`config.mk`:
```
export PLATFORM = sky130hd
export DESIGN_NAME = stopwatch_tick_ctrl
export DESIGN_NICKNAME = d
export VERILOG_FILES = /design/src/rtl/stopwatch_pkg.sv /design/src/rtl/key_debounce.sv /design/src/rtl/stopwatch_tick_ctrl.sv
export SDC_FILE = /design/constraint.sdc
export NUM_CORES = 1
export LEC_CHECK = 0
export ABC_AREA = 1
export CORE_MARGIN = 5
export CORE_UTILIZATION = 45
export DETAILED_ROUTE_END_ITERATION = 10
export PLACE_DENSITY_LB_ADDON = 0.08
export REMOVE_ABC_BUFFERS = 1
export SLEW_MARGIN = 0
export SYNTH_ARGS = -nofsm -noshare
export SYNTH_HDL_FRONTEND = slang
export SYNTH_HIERARCHICAL = 1
export SYNTH_SLANG_ARGS = --single-unit
```
`constraint.sdc`:
```
create_clock -name CLOCK_50 -period 3.2 [get_ports CLOCK_50]
set_input_delay 0.64 -clock CLOCK_50 [delete_from_list [all_inputs] [get_ports CLOCK_50]]
set_output_delay 0.64 -clock CLOCK_50 [all_outputs]
set_load 0.005 [all_outputs]
```
`src/rtl/stopwatch_pkg.sv`:
```
// Shared types and default constants for the stopwatch control path.
package stopwatch_pkg;

    typedef enum logic [1:0] {
        IDLE  = 2'd0,
        RUN   = 2'd1,
        PAUSE = 2'd2
    } sw_state_t;

    localparam int unsigned SW_CLK_HZ   = 50_000_000;
    localparam int unsigned SW_TICK_HZ  = 100;
    localparam int unsigned SW_DIV      = SW_CLK_HZ / SW_TICK_HZ;
    localparam int unsigned SW_DEBOUNCE = (SW_CLK_HZ / 1000) * 20;

    // Counter width able to hold 0..n-1, never narrower than one bit.
    function automatic int unsigned cnt_width(input int unsigned n);
        return (n > 1) ? $clog2(n) : 1;
    endfunction

endpackage

```
`src/rtl/key_debounce.sv`:
```
// Pushbutton front end: 2-flop synchronizer, stability counter and a
// registered one-cycle pulse on each accepted press (debounced 1->0).
module key_debounce
    import stopwatch_pkg::*;
#(
    parameter int unsigned DEBOUNCE_CYCLES = SW_DEBOUNCE
) (
    input  logic clk,
    input  logic rst_n,
    input  logic key_n,
    output logic press
);

    localparam int unsigned   CW       = cnt_width(DEBOUNCE_CYCLES);
    localparam logic [CW-1:0] CNT_LAST = CW'(DEBOUNCE_CYCLES - 1);

    logic          sync1_q;
    logic          sync2_q;
    logic          level_q;
    logic          level_d;
    logic          level_dly_q;
    logic          press_q;
    logic          press_d;
    logic [CW-1:0] cnt_q;
    logic [CW-1:0] cnt_d;

    // Accept a new level only after it has differed for DEBOUNCE_CYCLES samples.
    always_comb begin
        level_d = level_q;
        cnt_d   = cnt_q;
        if (sync2_q == level_q) begin
            cnt_d = '0;
        end else if (cnt_q == CNT_LAST) begin
            level_d = sync2_q;
            cnt_d   = '0;
        end else begin
            cnt_d = cnt_q + 1'b1;
        end
        press_d = level_dly_q & ~level_q;
    end

    // Released keys read as 1, so every level flop resets high.
    always_ff @(posedge clk or negedge rst_n) begin
        if (!rst_n) begin
            sync1_q     <= 1'b1;
            sync2_q     <= 1'b1;
            level_q     <= 1'b1;
            level_dly_q <= 1'b1;
            cnt_q       <= '0;
            press_q     <= 1'b0;
        end else begin
            sync1_q     <= key_n;
            sync2_q     <= sync1_q;
            level_q     <= level_d;
            level_dly_q <= level_q;
            cnt_q       <= cnt_d;
            press_q     <= press_d;
        end
    end

    assign press = press_q;

endmodule

```
`src/rtl/stopwatch_tick_ctrl.sv`:
```
// Stopwatch control: debounced keys drive an IDLE/RUN/PAUSE machine and
// a prescaler that emits an exact 100 Hz count-enable tick while running.
module stopwatch_tick_ctrl
    import stopwatch_pkg::*;
#(
    parameter int unsigned DIV             = SW_DIV,
    parameter int unsigned DEBOUNCE_CYCLES = SW_DEBOUNCE
) (
    input  logic CLOCK_50,
    input  logic resetn,
    input  logic key_clear_n,
    input  logic key_run_n,
    output logic tick,
    output logic clear,
    output logic running
);

    localparam int unsigned   PW         = $clog2(DIV);
    localparam logic [PW-1:0] PRESC_LAST = PW'(DIV - 1);

    logic          clear_press;
    logic          run_press;
    sw_state_t     state_q;
    sw_state_t     state_d;
    logic [PW-1:0] presc_q;
    logic [PW-1:0] presc_d;
    logic          tick_q;
    logic          tick_d;
    logic          clear_q;
    logic          clear_d;
    logic          running_q;
    logic          running_d;

    key_debounce #(
        .DEBOUNCE_CYCLES(DEBOUNCE_CYCLES)
    ) u_clear_key (
        .clk  (CLOCK_50),
        .rst_n(resetn),
        .key_n(key_clear_n),
        .press(clear_press)
    );

    key_debounce #(
        .DEBOUNCE_CYCLES(DEBOUNCE_CYCLES)
    ) u_run_key (
        .clk  (CLOCK_50),
        .rst_n(resetn),
        .key_n(key_run_n),
        .press(run_press)
    );

    // Prescaler advance plus state transitions; a clear press overrides everything.
    always_comb begin
        state_d = state_q;
        presc_d = presc_q;
        tick_d  = 1'b0;
        clear_d = 1'b0;

        if (state_q == RUN) begin
            if (presc_q == PRESC_LAST) begin
                presc_d = '0;
                tick_d  = 1'b1;
            end else begin
                presc_d = presc_q + 1'b1;
            end
        end else if (state_q == IDLE) begin
            presc_d = '0;
        end

        if (clear_press) begin
            state_d = IDLE;
            clear_d = 1'b1;
            presc_d = '0;
            tick_d  = 1'b0;
        end else if (run_press) begin
            case (state_q)
                IDLE:    state_d = RUN;
                RUN:     state_d = PAUSE;
                PAUSE:   state_d = RUN;
                default: state_d = IDLE;
            endcase
        end

        running_d = (state_d == RUN);
    end

    // State, prescaler and all outputs are registered together.
    always_ff @(posedge CLOCK_50 or negedge resetn) begin
        if (!resetn) begin
            state_q   <= IDLE;
            presc_q   <= '0;
            tick_q    <= 1'b0;
            clear_q   <= 1'b0;
            running_q <= 1'b0;
        end else begin
            state_q   <= state_d;
            presc_q   <= presc_d;
            tick_q    <= tick_d;
            clear_q   <= clear_d;
            running_q <= running_d;
        end
    end

    assign tick    = tick_q;
    assign clear   = clear_q;
    assign running = running_q;

endmodule

```
## Word level (Yosys, flattened, before mapping)

Index checks and enable logic that the tools add are counted.

- Add/sub/neg operators: 3
- Equal/unequal tests: 8
- Muxes and demuxes: 15
- Bitwise logic cells: 6
- Reductions and logical operators: 5

Operator list:

| kind | count |
|---|---|
| $mux W20 | 4 |
| $mux W19 | 4 |
| $add A20 B1 Y20 const B | 2 |
| $eq A20 B20 Y1 const B | 2 |
| $add A19 B1 Y19 const B | 1 |
| $eq A19 B19 Y1 const B | 1 |
| $eq A2 B1 Y1 const B | 2 |
| $mux W1 | 4 |
| $mux W2 | 2 |
| $not A1 Y1 | 4 |
| $pmux W2 S2 | 1 |
| $reduce_and A2 Y1 | 2 |
| $reduce_bool A3 Y1 | 1 |
| $and A1 B1 Y1 | 2 |
| $eq A1 B1 Y1 | 2 |
| $eq A2 B2 Y1 const B | 1 |
| $logic_not A2 Y1 | 1 |
| $reduce_or A2 Y1 | 1 |

- Flip-flop bits (word level): 74
- Bits of input ports: 4
- Output and inout bits: 3
- Logic and storage cells: 54

## Logic depth before layout (Yosys ltp)

Gate-level depths: netlist (run 1).

- Word-level depth: 6
- Mapped depth: 9
- Mapped depth without buffers: 9

## Hierarchy

The synthesis (run 1) kept the hierarchy.

Modules (own cells, without submodules):

| module | instances | cells each | area an instance (sq um) | seq. area each (sq um) |
|---|---|---|---|---|
| key_debounce | 2 | 165 | 1,346.3 | 630.6 |
| stopwatch_tick_ctrl | 1 | 191 | 1,408.9 | 600.6 |

## Worst setup path after synthesis (run 1)

Ideal clock, no wire load.

- Kind: flip-flop to flip-flop
- From: register presc_q[0]
- To: register presc_q[16]
- Library setup time: 0.118 ns
- Arrival: 1.196 ns
- Required time: 3.082 ns
- Slack: 1.886 ns
- Stages on the path, launching flop included: 9
- Path buffers: 0
- Period minus slack after synthesis: 1.314 ns
- Cells stage by stage: dfrtp_1 ha_1 nand3_2 nor2_4 nand2_4 nor2_4 nand2_2 nor2_1 nor2_2

- Word-level cells in the longest chain between the ends: 4
- Elaborated cells between the ends (all ways): 5
- Those cells by class: add/sub: 1; eq/ne: 1; mux: 3

Ends and longest elaborated chain:

| what | line | RTL |
|---|---|---|
| start: declaration | stopwatch_tick_ctrl.sv:25 | `logic [PW-1:0] presc_q;` |
| start signal: assignment | stopwatch_tick_ctrl.sv:97 | `presc_q <= presc_d;` |
| $add A19 B1 Y19 / $eq A19 B19 Y1 (equally long branches) | stopwatch_tick_ctrl.sv:64, stopwatch_tick_ctrl.sv:60 |  |
| $mux W19 * | stopwatch_tick_ctrl.sv:60 | `if (presc_q == PRESC_LAST) begin` |
| $mux W19 * | stopwatch_tick_ctrl.sv:59 | `if (state_q == RUN) begin` |
| $mux W19 * | stopwatch_tick_ctrl.sv:70 | `if (clear_press) begin` |

Mark *: on every way between the ends. The rest lies on a longest branch, timed or not.
A chain may end at the register's enable or synchronous reset.

## Worst setup path after layout (run 1)

- From: register running_q (netlist: running)
- To: output running

RTL lines:

| what | line | RTL |
|---|---|---|
| start: declaration | stopwatch_tick_ctrl.sv:31 | `logic running_q;` |
| start signal: assignment | stopwatch_tick_ctrl.sv:100 | `running_q <= running_d;` |
| end: declaration | stopwatch_tick_ctrl.sv:15 | `output logic running` |

No word-level cell between the ends.

==> run summary, run 1 <==
The flow ran to the end, and the final reports show no timing, DRC or antenna violations. The portion of netlist area occupied by mux cells is 0%. Broken down by cell family, the worst path's largest delay share belongs to buffers and inverters. The area inside the core boundary came out at about 9000 um2. The detailed-placement wirelength estimate came out at 6020 um. The internal power came out at 1.34 mW.

The cell count of the worst hold path came out at 0. The type of the worst min-delay path is flop to flop. The deepest level of the CTS H-tree is 3.

Sequential cells burn 55.3% of the power. The gate count of the mapped netlist is 521. STA classifies the critical path endpoint as an output port. The critical path depth in cells is 1.

The via count of the routed design came out at 3,237. At the pin with the least slew margin, the transition time is 927 ps. In this run, distinct cell masters in the synthesized netlist total 30. The post-place setup slack came out at 1680 ps. Dividing total power by cell area gives a power density of 384 nW/um2. Summing the areas of all compound-gate instances in the mapped netlist gives 3.11% of the synthesized area. The data required time of the worst path came out at roughly 2600 ps. The buffers inserted during post-CTS setup optimization came out at 0.

From synthesis to final layout, the design area changed by 9.33%. The startpoint type of the worst setup path is a flop. The number of buffer and inverter stages on the critical path is 1. The length of routed met3 wiring is 245 um. The clock transition at the register clock pins on the worst setup and hold paths after CTS is about 80 ps. The synthesized flop and latch total is 74. Dividing the detail-routed via count by the number of cells gives 4.98.

The initial antenna violation count is 0. In this run, CTS created clock tree buffers numbering 9. The first global-routing pass estimated 14,700 um of wire.

The count of clock tree sinks is 74. The routed length on met1 came out at 4200 um. The hold buffer count at CTS is 0. The die footprint came out at 11,100 um2. The commonest cells after synthesis are sky130_fd_sc_hd__nor2_1 (109), sky130_fd_sc_hd__nand2_1 (104), sky130_fd_sc_hd__dfrtp_1 (66), sky130_fd_sc_hd__inv_1 (50), sky130_fd_sc_hd__nand3_1 (38). The async set or reset register ratio after synthesis is 100%. The synthesized netlist devotes 38.8% of its cell area to simple gates. The final weighted congestion of routability-driven global placement came out at 0.902. The number of endpoints failing setup at the final stage came out at 0.

The pin count of the biggest net entering global routing is 75. The initial detailed-routing violation count is 133. The via count of the first global-routing pass came out at 3,157.

The aggregate global-route resource usage came out at approximately 16%. The overall overflow remaining after global route came out at 0. The number of resized instances in the post-cts repair step is 0. Of all nets on the critical path, the largest fanout is 1. The mean cell area of the mapped netlist came out at 7.87 um2. The shortest period the worst path allows is 1810 ps. By area the synthesized netlist is led by sky130_fd_sc_hd__dfrtp_1 (40%), sky130_fd_sc_hd__nor2_1 (10%), sky130_fd_sc_hd__nand2_1 (9.5%). The total DRC errors in the routed layout came out at 0.

The ratio of cells with drive above 1 in the final layout is approximately 18%. The accumulated negative setup slack came out at 0 ps. The routed wire length is between 8000 and 9000 um. The highest cell delay on the worst timing path is 490 ps. The cell taking the most area after synthesis is sky130_fd_sc_hd__dfrtp_1. The main combinational cell family by area after synthesis is simple AND/OR/NAND/NOR gates. On the critical path, the stage with the largest delay is an instance of sky130_fd_sc_hd__clkdlybuf4s50_1. The worst setup skew after layout came out at 13.8 ps. The synthesized cell area is 4100 um2.

The number of placed I/O pins is 7. At the worst endpoint, the arrival time is 1170 ps. The number of maximum-capacitance constraint violations is 0. In this run the core area contains 34 standard-cell rows. Counting along the longest clock path gives a buffer depth of 2. Net switching is 22.2% of the power. The count of fill cells added during filler insertion is 858. The routed wirelength normalized by instance count came out at about 13 um. The kind of critical path is flop to output port. Setup repair after global routing left no endpoint under its margin. By instance count, the leading cell after synthesis is sky130_fd_sc_hd__nor2_1. The number of enable flip-flop cells after synthesis came out at 0.

The area share of xor/xnor cells in the synthesized design came out at about 6.3%. Buffers placed on the I/O ports in this run total 6. The number of warnings printed during yosys synthesis came out at 6. The analysis attributes to net switching a power of 0.382 mW. The count of final hold-check violations is 0. In the post-route analysis, the smallest setup slack over all paths is 1390 ps.

The post-layout net count is 544. The number of routed nets with antenna violations came out at 0. Static timing analysis puts the maximum clock frequency at approximately 550 MHz. The clock tree root driver cell is sky130_fd_sc_hd__clkbuf_8. The leakage power came out at roughly 1.9 nW. In the detailed route, the total length drawn on met2 is 3700 um.

At the later pin of the worst-skew pair, clock insertion delay measures 340 ps. The die boundary height is 105 um. The clock tree from TritonCTS is done. The highest layer used for signal routing is met4. The worst slew margin relative to its limit came out at 38.2%. The width of the die came out at around 110 um. The share of total power dissipated in the clock network is roughly two fifths. Traced cell by cell, the critical path runs through clkdlybuf4s50_1. The number of pins exceeding their max-slew limit in the final report is 0. The worst-case IR drop observed on VDD is between 0.2 and 0.25 mV. The share of the clock period used by the worst path is 56.6%. The leading register cell type out of synthesis is sky130_fd_sc_hd__dfrtp_1. For this configuration, the core starts out at a cell density of 46.6%.

The area share of the leading cell type in the synthesized netlist came out at 40.3%. The total inserted antenna cells came out at 0. Combinational logic is responsible for under 10% of the overall power.

The fraction of the yosys area taken by sequential cells came out at 45.4%. The synthesized netlist devotes 0.915% of its cell area to adder and majority cells. The number of detailed-routing iterations run before antenna repair is 4.

The worst register-to-register path has a depth of 8.
[metrics by stage]
step | hold slack, ps | instances | power, mW | utilization [%] | cell area [um2]
after floorplan | 344 | 520 | 0.990 | - | 4100
after global placement | 345 | 634 | 1.02 | 48.7 | 4290
after detailed placement | 347 | 634 | 1.02 | 48.7 | 4290
after CTS | 359 | 650 | 1.76 | 50.9 | 4480
after global routing | 367 | 650 | 1.82 | 50.9 | 4480
final | 359 | 650 | 1.72 | 50.9 | 4480
[final timing paths]
kind	endpoint	startpoint	slack, ps
setup / recovery	running	running$_DFF_PN0_	1390
hold / removal	u_clear_key/sync2_q$_DFF_PN1_	u_clear_key/sync1_q$_DFF_PN1_	360
setup reg to reg	presc_q[14]$_DFFE_PN0P_	presc_q[0]$_DFFE_PN0P_	1660
hold reg to reg	u_clear_key/sync2_q$_DFF_PN1_	u_clear_key/sync1_q$_DFF_PN1_	360
max in group asynchronous	u_clear_key/cnt_q[2]$_DFF_PN0_	resetn	2160
min in group asynchronous	presc_q[14]$_DFFE_PN0P_	resetn	440
[sequential cells by signal (all words and copies together), names as in the netlist, 2 cells and up]
signal	cells
presc_q	19
state_q	2
u_clear_key/cnt_q	20
u_run_key/cnt_q	20
[area by class of cell]
type                            instances  area [um2]  share of cell area (%)
Inverter                               57         216                    4.83
Tap cell                              108         135                    3.01
Multi-Input combinational cell        389        2020                    45.0
Timing Repair Buffer                    6        57.6                    1.28
Clock buffer                           11         141                    3.15
Clock inverter                          5        53.8                    1.20
Sequential cell                        74        1860                    41.5
[power groups by stage]
stage	clock network (mW)	logic, mW	registers (mW)
2_1_floorplan	0	0.0212	0.968
3_3_place_gp	0	0.0486	0.969
3_5_place_dp	0	0.0500	0.970
4_1_cts	0.763	0.0501	0.952
5_1_grt	0.808	0.0558	0.953
6_report	0.721	0.0473	0.952
[cell families (layout without fill, tap and decap cells)]
group           after synthesis  after routing
compound gates               23             23
xor+xnor                     28             28
fa+ha+maj                     3              3
buf+inv                      58             79
flops                        74             74
simple gates                335            335
[cells in the final DEF, fill, tap and decap left out, types with 8 or more instances in the layout]
cell type and n:
sky130_fd_sc_hd__dfrtp_1 66, sky130_fd_sc_hd__inv_1 50, sky130_fd_sc_hd__clkbuf_8 10, sky130_fd_sc_hd__nand3_1 38
sky130_fd_sc_hd__nor3_1 9, sky130_fd_sc_hd__dfstp_2 8, sky130_fd_sc_hd__nor2_2 25, sky130_fd_sc_hd__nand4_1 11
sky130_fd_sc_hd__nor2_1 109, sky130_fd_sc_hd__nand2_1 104, sky130_fd_sc_hd__xnor2_1 8, sky130_fd_sc_hd__nand2_2 16
sky130_fd_sc_hd__xor2_1 18, sky130_fd_sc_hd__o21ai_1 9
[layer usage]
layer / vias to the layer above / track usage, %
met5: - / 0
met4: 0 / 4.31
met3: 10 / 3.55
met2: 35 / 25.0
met1: 1521 / 23.1
li1: 1671 / -
(Power assumes the default switching activity.)
==> run 2, diff against run 1 <==
==> constraint.sdc (replaced) <==
create_clock -name CLOCK_50 -period 1.7 [get_ports CLOCK_50]
set_input_delay 0.34 -clock CLOCK_50 [delete_from_list [all_inputs] [get_ports CLOCK_50]]
set_output_delay 0.34 -clock CLOCK_50 [all_outputs]
set_load 0.005 [all_outputs]
==> run summary, run 2 (synthesized netlist as in run 1, its figures left out) <==
The effective utilization at floorplan came out at 46.6%. In this run the worst hold path is classified as flop to flop. After floorplanning, the core was sized to cover approximately 8800 um2.

The shortest period the worst path allows is 1510 ps. The TritonCTS buffer count came out at 9. The total inserted antenna cells came out at 0. The via count of the routed design came out at 3,199.

The number of cell rows is 34. STA classifies the critical path startpoint as a flop. The leakage power is between 1.5 and 2 nW.

Grouping stages by cell kind, the critical path spends the most delay in buffers and inverters. STA classifies the critical path endpoint as an output port. The routed wirelength normalized by instance count came out at roughly 13 um.

The clock tree buffer depth came out at 2. The worst register-to-register path begins at u_run_key/cnt_q[0]$_DFF_PN0_. The largest registers in the layout are u_clear_key/cnt_q x20, u_run_key/cnt_q x20, presc_q x19. The library cell used most frequently in the layout, excluding fill and tap cells, is sky130_fd_sc_hd__nor2_1. In the routed design, unresolved DRC markers number 0. The ratio of cells with drive above 1 in the final layout came out at 18.5%. The detailed-placement wirelength estimate is around 6400 um. The endpoint identified for the worst register-to-register timing path is u_run_key/cnt_q[16]$_DFF_PN0_. The clock network latency to the later pin of the worst-skew pair came out at 350 ps.

The number of routed nets with antenna violations is 0. The highest clock rate is 664 MHz. Setup violations remaining at the end of the flow were counted as 0.

The clock tree from TritonCTS is done. Setup slack on the worst reg-to-reg path comes out at between 200 and 250 ps. The start point of the worst hold path is u_run_key/sync1_q$_DFF_PN1_.

The share of the clock period used by the worst path is 88.6%. The worst hold path passes through 0 cells. The path with the worst hold slack has its endpoint at u_run_key/sync2_q$_DFF_PN1_. IR analysis of the VDD net gives a maximum drop of 0.444 mV. The worst slew margin relative to its limit came out at 73.3%.

The signal on the critical path passes through clkdlybuf4s50_1. In this design, the stage delay of the slowest critical-path cell is 490 ps. The number of buffer and inverter stages on the critical path is 1. Setup repair after global routing left no endpoint under its margin. The post-layout net count came out at 548. The number of detailed-routing iterations run before antenna repair came out at 5. The areal power density over the cells is 752 nW/um2.

The clock transition at the register clock pins on the worst setup and hold paths after CTS came out at approximately 90 ps. The count of final hold-check violations was 0. The number of buffers inserted by port buffering came out at 6.

Leaving out fill and tap cells, the most frequent cells in the layout are sky130_fd_sc_hd__nor2_1 (108), sky130_fd_sc_hd__nand2_1 (103), sky130_fd_sc_hd__dfrtp_1 (66). The clock tree root driver cell is sky130_fd_sc_hd__clkbuf_8. The post-place setup slack came out at 173 ps. Among all stages on the critical path, the largest delay is contributed by sky130_fd_sc_hd__clkdlybuf4s50_1. The clock drives 74 sinks. The length in cells of the worst reg-to-reg path is 7. 7 I/O pins were placed. The aggregate global-route resource usage is 16.4%. The initial detailed-routing violation count came out at 152. The die footprint came out at 11,100 um2. The worst setup slack after layout came out at just under 200 ps.

The first global-routing pass estimated 14,700 um of wire. The flow ran to the end, and the final reports show no timing, DRC or antenna violations. The accumulated negative setup slack came out at 0 ps. The die boundary height is around 110 um.

The width of the die came out at 105 um. The routed wire length came out at 8440 um. The measured slew at the worst slew-check pin is 397 ps. The worst setup skew after layout is 10.5 ps. Max-cap violations in this run came to 0. Summed over all layers, the global routing overflow is 0.

The initial antenna violation count came out at 0. Entering global routing, the biggest net connects 38 pins. Compared with the post-synthesis result, the final layout area differs by 11.3%. The number of pins exceeding their max-slew limit in the final report came out at 0.

The clock tree synthesis step divided the H-tree into 3 levels. The maximum net fanout on the critical path came out at 1. The final weighted congestion of routability-driven global placement is 0.879. The via count of the first global-routing pass is approximately 3,000. The number of vias per cell after detailed routing is 4.89.

The arrival time of the worst setup path is 1170 ps. Data on the critical path is required at its endpoint by approximately 1400 ps. The worst setup path is of the flop to output port kind.
==> run 2: cell types whose count changed in the layout (fill, tap and decap cells not counted), sizes merged <==
| cell | previous run | this run |
|---|---|---|
| clkbuf | 11 | 9 |
| clkinv | 3 | 2 |
| bufinv | 1 | 2 |
| inv | 58 | 59 |
| buf | 1 | 4 |
| dlygate4sd3 | 0 | 1 |
| clkinvlp | 0 | 1 |
==> run 2: worst max-delay path by stage <==
stage,start,to,slack (ps),cells past startpoint
after floorplan,presc_q[0]$_DFFE_PN0P_,presc_q[16]$_DFFE_PN0P_,390,8
final,running$_DFF_PN0_,running,190,1
after global routing,presc_q[0]$_DFFE_PN0P_,presc_q[3]$_DFFE_PN0P_,40,8
after CTS,presc_q[0]$_DFFE_PN0P_,presc_q[14]$_DFFE_PN0P_,150,8
after global placement,u_run_key/cnt_q[0]$_DFF_PN0_,u_run_key/cnt_q[16]$_DFF_PN0_,180,7
after detailed placement,presc_q[0]$_DFFE_PN0P_,presc_q[14]$_DFFE_PN0P_,170,8
==> run 2: routing by layer <==
layer  global-route usage (%)  wire length (um)  up-vias
met3                     2.26               296        6
met5                        0                 0        -
li1                         -                 -     1683
met4                     5.90                83        0
met1                     24.4              4320     1461
met2                     24.4              3740       49
==> run 2: stage by stage <==
step	std cells	util (%)	power (mW)	hold slack, ps	cell area [um2]
2_1_floorplan	520	-	1.86	44.4	4100
3_3_place_gp	637	49.1	1.93	259	4320
3_5_place_dp	637	49.1	1.93	257	4320
4_1_cts	654	51.8	3.49	362	4560
5_1_grt	654	51.8	3.58	367	4560
6_report	654	51.8	3.43	360	4560
==> run 2: cell type report <==
| type | count | area (um2) |
|---|---|---|
| Fill cell | 804 | 4240 |
| Clock inverter | 7 | 101 |
| Tap cell | 108 | 135 |
| Sequential cell | 74 | 1860 |
| Clock buffer | 9 | 124 |
| Multi-Input combinational cell | 389 | 2020 |
| Inverter | 57 | 216 |
| Timing Repair Buffer | 10 | 103 |
==> run 2: worst register-to-register path: cells and delay by family, from the launching register on <==
kind	cells	cell delay (ps)
AO/OA/AOI/OAI	1	190
flip-flops	1	370
AND/OR/NAND/NOR	5	670
adder cells (fa/ha/maj)	1	190
==> run 2: where the power goes <==
group          internal, mW  leakage [nW]  switching (mW)
Clock                 0.841         0.112           0.702
Combinational        0.0289         0.852          0.0699
Sequential             1.78          1.00          0.0116
Total                  2.65          1.96           0.784
==> run 2: repair_timing <==
item,4_1_cts,5_1_grt
hold buffers,1,0
gates resized for setup,0,2
buffers inserted,0,0
endpoints found under the hold margin,13,0
setup endpoints to repair,0,7
